==> config.mk <==
export PLATFORM = sky130hd
export DESIGN_NAME = nyan_anim_seq
export DESIGN_NICKNAME = d
export VERILOG_FILES = /design/src/rtl/nyan_anim_seq.sv
export SDC_FILE = /design/constraint.sdc
export NUM_CORES = 1
export LEC_CHECK = 0
export CORE_MARGIN = 1
export CORE_UTILIZATION = 45
export DETAILED_ROUTE_END_ITERATION = 8
export PLACE_DENSITY = 0.76
export SETUP_SLACK_MARGIN = 0.3
export SLEW_MARGIN = 10
export SYNTH_ARGS = -nofsm -noshare
export SYNTH_HDL_FRONTEND = slang
export SYNTH_SLANG_ARGS = --single-unit
==> constraint.sdc <==
create_clock -name px_clk -period 2.3 [get_ports px_clk]
set_clock_uncertainty 0.2 [all_clocks]
set_input_delay 0.345 -clock px_clk [delete_from_list [all_inputs] [get_ports px_clk]]
set_output_delay 0.345 -clock px_clk [all_outputs]
set_load 0.01 [all_outputs]
==> src/rtl/nyan_anim_seq.sv <==
// Animation sequencer: derives frame_start from vsync and advances sprite frame / scroll in vblank.
// Optional NYAN_ANIM_PINGPONG_EN: anim_frame bounces between 0 and NUM_FRAMES-1 instead of wrapping.
module nyan_anim_seq #(
  parameter int unsigned NUM_FRAMES      = 6,
  parameter int unsigned FRAME_IDX_WIDTH = 3,
  parameter int unsigned FRAMES_PER_STEP = 4,
  parameter int unsigned SCROLL_STEP     = 8,
  parameter int unsigned SCROLL_WRAP     = 640,
  parameter int unsigned SCROLL_WIDTH    = 10
) (
  input  logic                       px_clk,
  input  logic                       reset_n,
  input  logic                       vsync,
  input  logic                       enable,
  input  logic                       step_req,
  output logic                       frame_start,
  output logic                       anim_tick,
  output logic [FRAME_IDX_WIDTH-1:0] anim_frame,
  output logic [SCROLL_WIDTH-1:0]    scroll_x,
  output logic [15:0]                frame_count,
  output logic                       paused
);

  localparam int unsigned DIV_W = (FRAMES_PER_STEP > 1) ? $clog2(FRAMES_PER_STEP) : 1;
  localparam int unsigned SUM_W = SCROLL_WIDTH + 1;

  typedef enum logic [1:0] {RUN, PAUSED, STEP_PENDING} state_t;

  state_t                     state, state_next;
  logic                       vsync_q;
  logic                       advance;
  logic [DIV_W-1:0]           div_cnt, div_next;
  logic [FRAME_IDX_WIDTH-1:0] frame_next;
  logic [SUM_W-1:0]           scroll_sum;
  logic [SCROLL_WIDTH-1:0]    scroll_next;

  always_ff @(posedge px_clk or negedge reset_n) begin
    if (!reset_n) begin
      vsync_q     <= 1'b1;
      frame_start <= 1'b0;
      frame_count <= '0;
    end else begin
      vsync_q     <= vsync;
      frame_start <= vsync_q & ~vsync;
      if (frame_start) frame_count <= frame_count + 16'd1;
    end
  end

  always_ff @(posedge px_clk or negedge reset_n) begin
    if (!reset_n) begin
      state  <= RUN;
      paused <= 1'b0;
    end else begin
      state  <= state_next;
      paused <= (state_next != RUN);
    end
  end

  always_comb begin
    state_next = state;
    unique case (state)
      RUN:          if (!enable) state_next = PAUSED;
      PAUSED: begin
        if (enable)        state_next = RUN;
        else if (step_req) state_next = STEP_PENDING;
      end
      STEP_PENDING: begin
        if (frame_start)   state_next = enable ? RUN : PAUSED;
        else if (enable)   state_next = RUN;
      end
      default:             state_next = RUN;
    endcase
  end

  // Step decision uses the pre-edge state, so a RUN frame_start still advances when enable drops with it.
  always_comb begin
    advance  = 1'b0;
    div_next = div_cnt;
    if (frame_start) begin
      unique case (state)
        RUN: begin
          if (div_cnt == DIV_W'(FRAMES_PER_STEP - 1)) begin
            div_next = '0;
            advance  = 1'b1;
          end else begin
            div_next = div_cnt + DIV_W'(1);
          end
        end
        STEP_PENDING: advance = 1'b1;
        default:      advance = 1'b0;
      endcase
    end
  end

`ifdef NYAN_ANIM_PINGPONG_EN
  logic dir_up, dir_next;

  always_comb begin
    frame_next = anim_frame;
    dir_next   = dir_up;
    if (NUM_FRAMES > 1) begin
      if (dir_up) begin
        if (anim_frame == FRAME_IDX_WIDTH'(NUM_FRAMES - 1)) begin
          frame_next = anim_frame - FRAME_IDX_WIDTH'(1);
          dir_next   = 1'b0;
        end else begin
          frame_next = anim_frame + FRAME_IDX_WIDTH'(1);
        end
      end else begin
        if (anim_frame == '0) begin
          frame_next = FRAME_IDX_WIDTH'(1);
          dir_next   = 1'b1;
        end else begin
          frame_next = anim_frame - FRAME_IDX_WIDTH'(1);
        end
      end
    end
  end

  always_ff @(posedge px_clk or negedge reset_n) begin
    if (!reset_n)     dir_up <= 1'b1;
    else if (advance) dir_up <= dir_next;
  end
`else
  always_comb begin
    frame_next = (anim_frame == FRAME_IDX_WIDTH'(NUM_FRAMES - 1)) ? '0
                                                                   : anim_frame + FRAME_IDX_WIDTH'(1);
  end
`endif

  always_comb begin
    scroll_sum  = {1'b0, scroll_x} + SUM_W'(SCROLL_STEP);
    scroll_next = SCROLL_WIDTH'((scroll_sum >= SUM_W'(SCROLL_WRAP)) ? scroll_sum - SUM_W'(SCROLL_WRAP)
                                                                    : scroll_sum);
  end

  always_ff @(posedge px_clk or negedge reset_n) begin
    if (!reset_n) begin
      div_cnt    <= '0;
      anim_tick  <= 1'b0;
      anim_frame <= '0;
      scroll_x   <= '0;
    end else begin
      div_cnt   <= div_next;
      anim_tick <= advance;
      if (advance) begin
        anim_frame <= frame_next;
        scroll_x   <= scroll_next;
      end
    end
  end

`ifndef SYNTHESIS
  logic fs_prev;

  always_ff @(posedge px_clk or negedge reset_n) begin
    if (!reset_n) fs_prev <= 1'b0;
    else          fs_prev <= frame_start;
  end

  always_ff @(posedge px_clk) begin
    if (reset_n) begin
      assert (int'(anim_frame) < int'(NUM_FRAMES));
      assert (int'(scroll_x) < int'(SCROLL_WRAP));
      assert (!anim_tick || fs_prev);
      assert (!(frame_start && fs_prev));
    end
  end
`endif

endmodule

Yosys cells after proc, flatten, opt, wreduce, memory -nomap -nowiden
Index checks and enable logic that the tools add are counted.
W data, S select, Z words.
{"block": "word_totals", "regBits": 37, "input_bits": 5, "elab_cells": 37, "out_inout_bits": 32}
{"block": "op_classes", "addsub": 5, "n_mux": 13, "n_bitwise": 2, "eq_ne": 4, "reduce_logical": 3, "magnitude_cmp": 1}
{"operator": "$add A16 B1 Y16 const B", "count": 1}
{"operator": "$mux W2", "count": 6}
{"operator": "$add A10 B4 Y11 const B", "count": 1}
{"operator": "$ge A11 B10 Y1 const B", "count": 1}
{"operator": "$mux W10", "count": 1}
{"operator": "$sub A10 B10 Y10 const B", "count": 1}
{"operator": "$pmux W2 S3", "count": 1}
{"operator": "$eq A2 B2 Y1 const B", "count": 2}
{"operator": "$add A3 B1 Y3 const B", "count": 1}
{"operator": "$eq A3 B3 Y1 const B", "count": 1}
{"operator": "$mux W1", "count": 3}
{"operator": "$mux W3", "count": 1}
{"operator": "$add A2 B1 Y2 const B", "count": 1}
{"operator": "$eq A2 B1 Y1 const B", "count": 1}
{"operator": "$logic_not A2 Y1", "count": 1}
{"operator": "$pmux W1 S2", "count": 1}
{"operator": "$reduce_and A2 Y1", "count": 1}
{"operator": "$reduce_bool A2 Y1", "count": 1}
{"operator": "$and A1 B1 Y1", "count": 1}
{"operator": "$not A1 Y1", "count": 1}

Depth between registers and ports, before layout
Gate-level depths: netlist of the first run.
{"block": "depth", "depth_word": 4, "mapped_depth": 9}

Worst setup path before layout of the first run
Ideal clock, no wire load.
{"block": "synth_timing", "path_kind": "register -> register", "from": "reg scroll_x[3]", "to": "reg scroll_x[7]", "path_buffers": 0, "arrival_ps": 1923, "t_required_ps": 2029, "setup_time_ps": 71, "setup_slack_ps": 106, "stages_incl_launch_ff": 9, "cell_sequence": "dfrtp_1 and4_4 nand2_1 xor2_1 ha_1 o2111ai_4 a22oi_2 or4_1 nand4_1"}
{"block": "synth_via", "elab_chain_cells": 3, "word_cells_on_any_way": 4}
{"element": "start: declaration", "line": "19", "text": "output logic [SCROLL_WIDTH-1:0] scroll_x,"}
{"element": "start signal: assignment", "line": "148", "text": "scroll_x <= scroll_next;"}
{"element": "$add A10 B4 Y11 (*)", "line": "132", "text": "scroll_sum = {1'b0, scroll_x} + SUM_W'(SCROLL_STEP);"}
{"element": "$sub A10 B10 Y10 / $ge A11 B10 Y1 (equally long branches)", "line": "133", "text": "scroll_next = SCROLL_WIDTH'((scroll_sum >= SUM_W'(SCROLL_WRAP)) ? scroll_sum - SUM_W'(SCROLL_WRAP)"}
{"element": "$mux W10 (*)", "line": "133"}
Every way passes the cells marked *; elsewhere a longest branch is shown, timed or not.
A chain may end at the register's enable or synchronous reset.

Final worst setup path of the first run
Same ends and word-level chain as after synthesis.

==> metrics, run 1 <==
Starting Density=0.4856; post-synthesis sequential area ratio=0.5059; Vias per Instance=5.176; Comb power frac=0.318; Leak=0.9895 nW; Post-Route WL=3348 um; top cell type's share of synthesized area=0.4903; first-pass GRT wire length=5947 um; Most used DFF post-synth=dfrtp_1; antenna-violating nets left=0; Final Cell Area=0.002251 mm2; Crit Path Max Fanout=5; synth cell count leaders=dfrtp_1, nand2_1, xnor2_1; core area=0.003468 mm2; Post-CTS Hold Buffers=0; clock slew at reported path FFs=70 ps; post-layout minimum cycle time=2127 ps; Mapped Cells=158; Pint=0.001322 W; synthesis-to-finish area growth=33.66%; # clock sinks=34; arrival time worst endpoint=2140 ps; Filler Cells Inserted=293; Rows=21; Post-synth EDFFs=0; Largest stage delay, worst path=420 ps; TNS Setup=0 ps; clk root buf=clkbuf_8; Overall Global Routing Usage=0.1895; Slowest-stage cell, CP=or4_1; Cell variety after synth=38; min-delay worst type=input port to async pin; CP Depth=8; RR Startpoint=scroll_x[3]$_DFFE_PN0P_; Worst EP required=2320 ps; outcome=finished, final reports clean; initial antenna violation count=0; Sw Share=0.3173; vias in the first global route=1387; Mapped Area=0.001684 mm2; peak supply drop=0.5918 mV; clk buf depth=2; Synth area leader=dfrtp_1; Die ar.=0.003991 mm2; clock power share=0.236; Port Buf Inserts=33; count leader, synth=dfrtp_1; Clk Latency, worst-skew pair=280 ps; # DRC=0; CTS tree=built; R2R Path End=scroll_x[7]$_DFFE_PN0P_; RSZ-0062 raised after global routing=yes; Worst Setup Start Kind=flop; Switch Pwr=0.0006143 W; upper clock frequency limit=470.3 MHz; Max-Cap Viols=0; final hold vios=0; crit path to=scroll_x[7]$_DFFE_PN0P_; r2r setup slk=170 ps; Top-Level Pins=37; Final nets=214; fin worst setup slack=173.5 ps; Mean Syn Cell Area=10.66 um2; Setup crit start=scroll_x[3]$_DFFE_PN0P_; max-slew violation count=0; CP bufs+invs=0; register area=857.1 um2; DR vias=1294; Worst R2R Path Depth=8; area of the multi-input gates=818.3 um2; layout cells sized above 1=0.1961; fin crit share=0.9246; Finish-stage setup viols=0; Synth area leaders=dfrtp_1, xnor2_1, nand2_1, ha_1, nor2_1; die width=63.18 um; drt initial violations=35; flops & latches, synth=34; dpl hpwl=2282 um; placed inst area=0.002071 mm2; pwr dens=860.2 mW/mm2; DP Worst Slack=104.3 ps; total grt overflow=0; Ys Warns=0; ant diodes=0; WS Path Type=flop to flop; Die H=63.18 um; Sequential Power Share=0.446; crit-path cells=and4_4 -> nand2_4 -> xor2_2 -> ha_2 -> o2111ai_4 -> a22oi_2 -> or4_1 -> nand4_1; Worst setup EP type=flop; async set-reset flop share out of synthesis=1.000; Routed wire per std cell=13.39 um; pin count of the biggest net entering global routing=35; DR pass1 iterations=4; TritonCTS Buffers=5; Crit path max-delay family=simple AND/OR/NAND/NOR gates; H-tree levels=2; Final Wtd Congestion=0.8830
-- cell families (layout without fill, tap and decap cells) --
logic type                 count (synthesis)  in the layout  synth area share
xor gates and xnor gates                  22             22            0.1144
adders and majority gates                  6              6           0.04458
buffers and inverters                     11             55           0.04086
other                                      1              3          0.002227
AOI/OAI and AO/OA                         17             17           0.08247
muxes                                      3              3           0.02006
DFF                                       34             34            0.5059
and+or+nand+nor                           64             64            0.1895
-- sequential cells by signal, summed over array words and instances, names as in the netlist --
register,cells
frame_count,16
scroll_x,7
anim_frame,3
div_cnt,2
state,2
anim_tick,1
frame_start,1
paused,1
vsync_q,1
-- power by group through the flow --
stage	logic [W]	clock network, W	registers [W]
global route	0.000664	0.000497	0.000890
detailed placement	0.000536	0	0.000881
CTS	0.000620	0.000471	0.000862
finish	0.000616	0.000457	0.000864
global placement	0.000516	0	0.000863
floorplan	0.000250	0	0.000893
-- layer usage --
| layer | global-route usage | vias up | routed length [um] |
|---|---|---|---|
| met2 | 0.3360 | 44 | 1731 |
| met4 | 0.09943 | 0 | 55 |
| met5 | 0 | - | 0 |
| met3 | 0.03986 | 10 | 165 |
| li1 | - | 620 | - |
| met1 | 0.2118 | 620 | 1395 |
-- layout by cell type, fill, tap and decap left out, drive strengths merged, types with 2 or more instances in the layout --
master | netlist | routed
nor3 | 2 | 2
nor2 | 14 | 14
conb | 1 | 3
mux2 | 3 | 3
a21oi | 3 | 3
buf | 7 | 10
nand3 | 6 | 6
a22oi | 2 | 2
nor2b | 2 | 2
inv | 4 | 4
clkbuf | 0 | 6
ha | 6 | 6
xor2 | 6 | 6
or3 | 4 | 4
clkdlybuf4s50 | 0 | 32
xnor2 | 16 | 16
o21ai | 4 | 4
nand2 | 23 | 23
dfrtp | 33 | 33
nand4 | 6 | 6
a21o | 2 | 2
and3 | 4 | 4
-- worst min path at each step --
stage,endpoint,start,cells after the start
final,scroll_x[5]$_DFFE_PN0P_,reset_n,2
after CTS,anim_frame[1]$_DFFE_PN0P_,reset_n,2
after detailed placement,frame_count[15]$_DFFE_PN0P_,frame_count[15]$_DFFE_PN0P_,1
after floorplan,anim_frame[0]$_DFFE_PN0P_,reset_n,0
after global placement,frame_count[15]$_DFFE_PN0P_,frame_count[15]$_DFFE_PN0P_,1
after global routing,vsync_q$_DFF_PN1_,vsync,1
-- layout make-up --
type                            count  area share
Tap cell                           46     0.02557
Multi-Input combinational cell    115      0.3635
Clock buffer                        6     0.03669
Timing Repair Buffer               43      0.1812
Sequential cell                    34      0.3808
Inverter                            4    0.006670
Clock inverter                      2    0.005559
-- through the flow --
step / hold slack (ps) / total power, W / instances / utilization
after floorplan: -150.6 / 0.001143 / 160 / -
after global placement: 260.5 / 0.001380 / 235 / 0.5970
after detailed placement: 273.7 / 0.001416 / 235 / 0.5970
after CTS: 281.2 / 0.001953 / 250 / 0.6483
after global routing: 287.3 / 0.002050 / 250 / 0.6490
final: 261.9 / 0.001936 / 250 / 0.6490
-- repair_timing --
| action | CTS | global route |
|---|---|---|
| buffers inserted | 7 | 0 |
| pin swaps | 2 | 1 |
| cloned | 0 | 0 |
| endpoints found under the setup margin | 4 | 3 |
| gates resized for setup | 6 | 1 |
(Power assumes the default switching activity.)
==> run 2, diff against run 1 <==
- CTS_CLUSTER_DIAMETER: unset -> 50
==> results of run 2 <==
Final layout, timing and power as in run 1 (identical DEF).
==> run 3, diff against run 2 <==
- GPL_ROUTABILITY_DRIVEN: unset -> 1
- GPL_TIMING_DRIVEN: unset -> 0
==> metrics, run 3 (synthesis results as in run 1) <==
outcome=finished, final reports clean; r2r setup slk=160 ps (about the same); Tot Pwr=0.001900 W (-1.9%); pwr dens=829.4 mW/mm2 (-3.6%); Routed wire per std cell=12.85 um (-4.0%); Top-Level Pins=37 (unchanged); # clock sinks=34 (unchanged); DR pass1 iterations=4 (unchanged); upper clock frequency limit=467.7 MHz (-0.54%); WS Path Type=flop to flop; clock slew at reported path FFs=70 ps (about the same); headroom to the max-slew limit=0.5171; Worst setup EP type=flop; Final Cell Area=0.002291 mm2 (+1.8%); clk root buf=clkbuf_8; Max-Cap Viols=0 (unchanged); final hold vios=0 (unchanged); Crit Path Max Fanout=5 (unchanged); max-slew violation count=0 (unchanged); Worst Setup Start Kind=flop; vias in the first global route=1311 (-5.5%); first-pass GRT wire length=5892 um (-0.92%); placed inst area=0.002097 mm2 (+1.3%); # DRC=0 (unchanged); die width=63.18 um (unchanged); fin util=0.6605 (+0.01154); dpl hpwl=2215 um (-2.9%); biggest regs=frame_count: 16 flops, scroll_x: 7 flops, anim_frame: 3 flops; synthesis-to-finish area growth=36.03%; DR vias=1299 (+0.39%); Final Wtd Congestion=0.7815 (-11%); Overall Global Routing Usage=0.1902 (+0.0007042); antenna-violating nets left=0 (unchanged); Starting Density=0.4856 (unchanged); drt initial violations=65 (+86%); RR Startpoint=scroll_x[4]$_DFFE_PN0P_; post-layout minimum cycle time=2138 ps (+11.44 ps); Die ar.=0.003991 mm2 (unchanged); H-tree levels=2 (unchanged); R2R Path End=scroll_x[7]$_DFFE_PN0P_; core area=0.003468 mm2 (unchanged); initial antenna violation count=0 (unchanged); CTS tree=built; Tightest Pin Transition=724.4 ps; DP Worst Slack=101.7 ps (-2.574 ps); RSZ-0062 raised after global routing=yes; arrival time worst endpoint=2160 ps (+20 ps); Die H=63.18 um (unchanged); Setup crit start=scroll_x[4]$_DFFE_PN0P_; Final nets=220 (+2.8%); leading cell type in the layout, fill and taps excluded=clkdlybuf4s50_1; Leak=1.007 nW (+1.8%); Most flops, register=frame_count; pin count of the biggest net entering global routing=35 (unchanged); max FFs per register=16 (unchanged); Rows=21 (unchanged); Worst EP required=2320 ps (about the same); fin crit share=0.9296 (+0.004975); fin worst setup slack=162.0 ps (-11.44 ps); crit path to=scroll_x[7]$_DFFE_PN0P_; min-delay worst type=flop to flop; layout cells sized above 1=0.2153 (+0.01923); clk buf depth=2 (unchanged); Post-Route WL=3278 um (-2.1%); Clk Latency, worst-skew pair=290 ps (about the same); peak supply drop=0.6312 mV (+6.7%); most frequent cells in the layout=clkdlybuf4s50_1, dfrtp_1, nand2_1; ant diodes=0 (unchanged); TritonCTS Buffers=5 (unchanged); Vias per Instance=5.094 (-1.6%); Port Buf Inserts=33 (unchanged); Finish-stage setup viols=0 (unchanged); Worst R2R Path Depth=8 (unchanged); total grt overflow=0 (unchanged)
==> run 3: timing repair <==
| action | in CTS | in global routing |
|---|---|---|
| resized for setup | 4 | 3 |
| buffers inserted | 6 | 2 |
| hold buffers | 1 | 0 |
| pin swaps | 1 | 1 |
| endpoints found under the hold margin | 33 | 0 |
| endpoints found under the setup margin | 3 | 4 |
==> run 3: worst min-delay path by stage <==
stage | cells after the start | start | slack (ps) | to
after floorplan | 0 | reset_n | -150 | anim_frame[0]$_DFFE_PN0P_
after global placement | 1 | frame_count[15]$_DFFE_PN0P_ | 260 | frame_count[15]$_DFFE_PN0P_
after detailed placement | 1 | reset_n | 250 | scroll_x[5]$_DFFE_PN0P_
after CTS | 1 | frame_count[15]$_DFFE_PN0P_ | 270 | frame_count[15]$_DFFE_PN0P_
after global routing | 1 | vsync | 290 | vsync_q$_DFF_PN1_
final | 1 | frame_count[15]$_DFFE_PN0P_ | 270 | frame_count[15]$_DFFE_PN0P_
==> run 3: per-layer routing <==
metal	GRT usage	wire length [um]
met5	0	0
met4	0.07955	31
met3	0.05072	123
met2	0.3333	1703
met1	0.2174	1420
==> run 3: area by class of cell <==
type	count	area, um2
clock inverters	2	10.01
plain buffers	7	53.80
clock buffers	5	68.82
flip-flops and latches	34	855.8
fillers	282	1177
well taps	46	57.56
multi-input cells	115	834.6
inverters	4	15.01
repair buffers	42	395.4
==> run 3: per-stage QoR <==
stage	hold slack, ps	setup TNS [ps]	cells
2_1_floorplan	-150.6	0	160
3_3_place_gp	260.6	-193.4	239
3_5_place_dp	253.9	0	239
4_1_cts	274.4	0	253
5_1_grt	294.9	0	255
6_report	265.5	0	255
==> run 3: worst max-delay path, cell delays in order (launching register included) <==
cell and delay, ps:
dfrtp_2 430, and4_4 280, nand2_4 80, xor2_4 160
ha_2 210, o2111ai_4 70, a22oi_2 140, or4_1 410
nand4_1 90
==> run 3: report_power, final <==
group	switching (W)	internal [W]	total (W)	leakage [nW]
sequential	0.000139	0.000722	0.000861	0.440
clock	0.000204	0.000203	0.000407	0.0438
combinational	0.000261	0.000371	0.000633	0.523
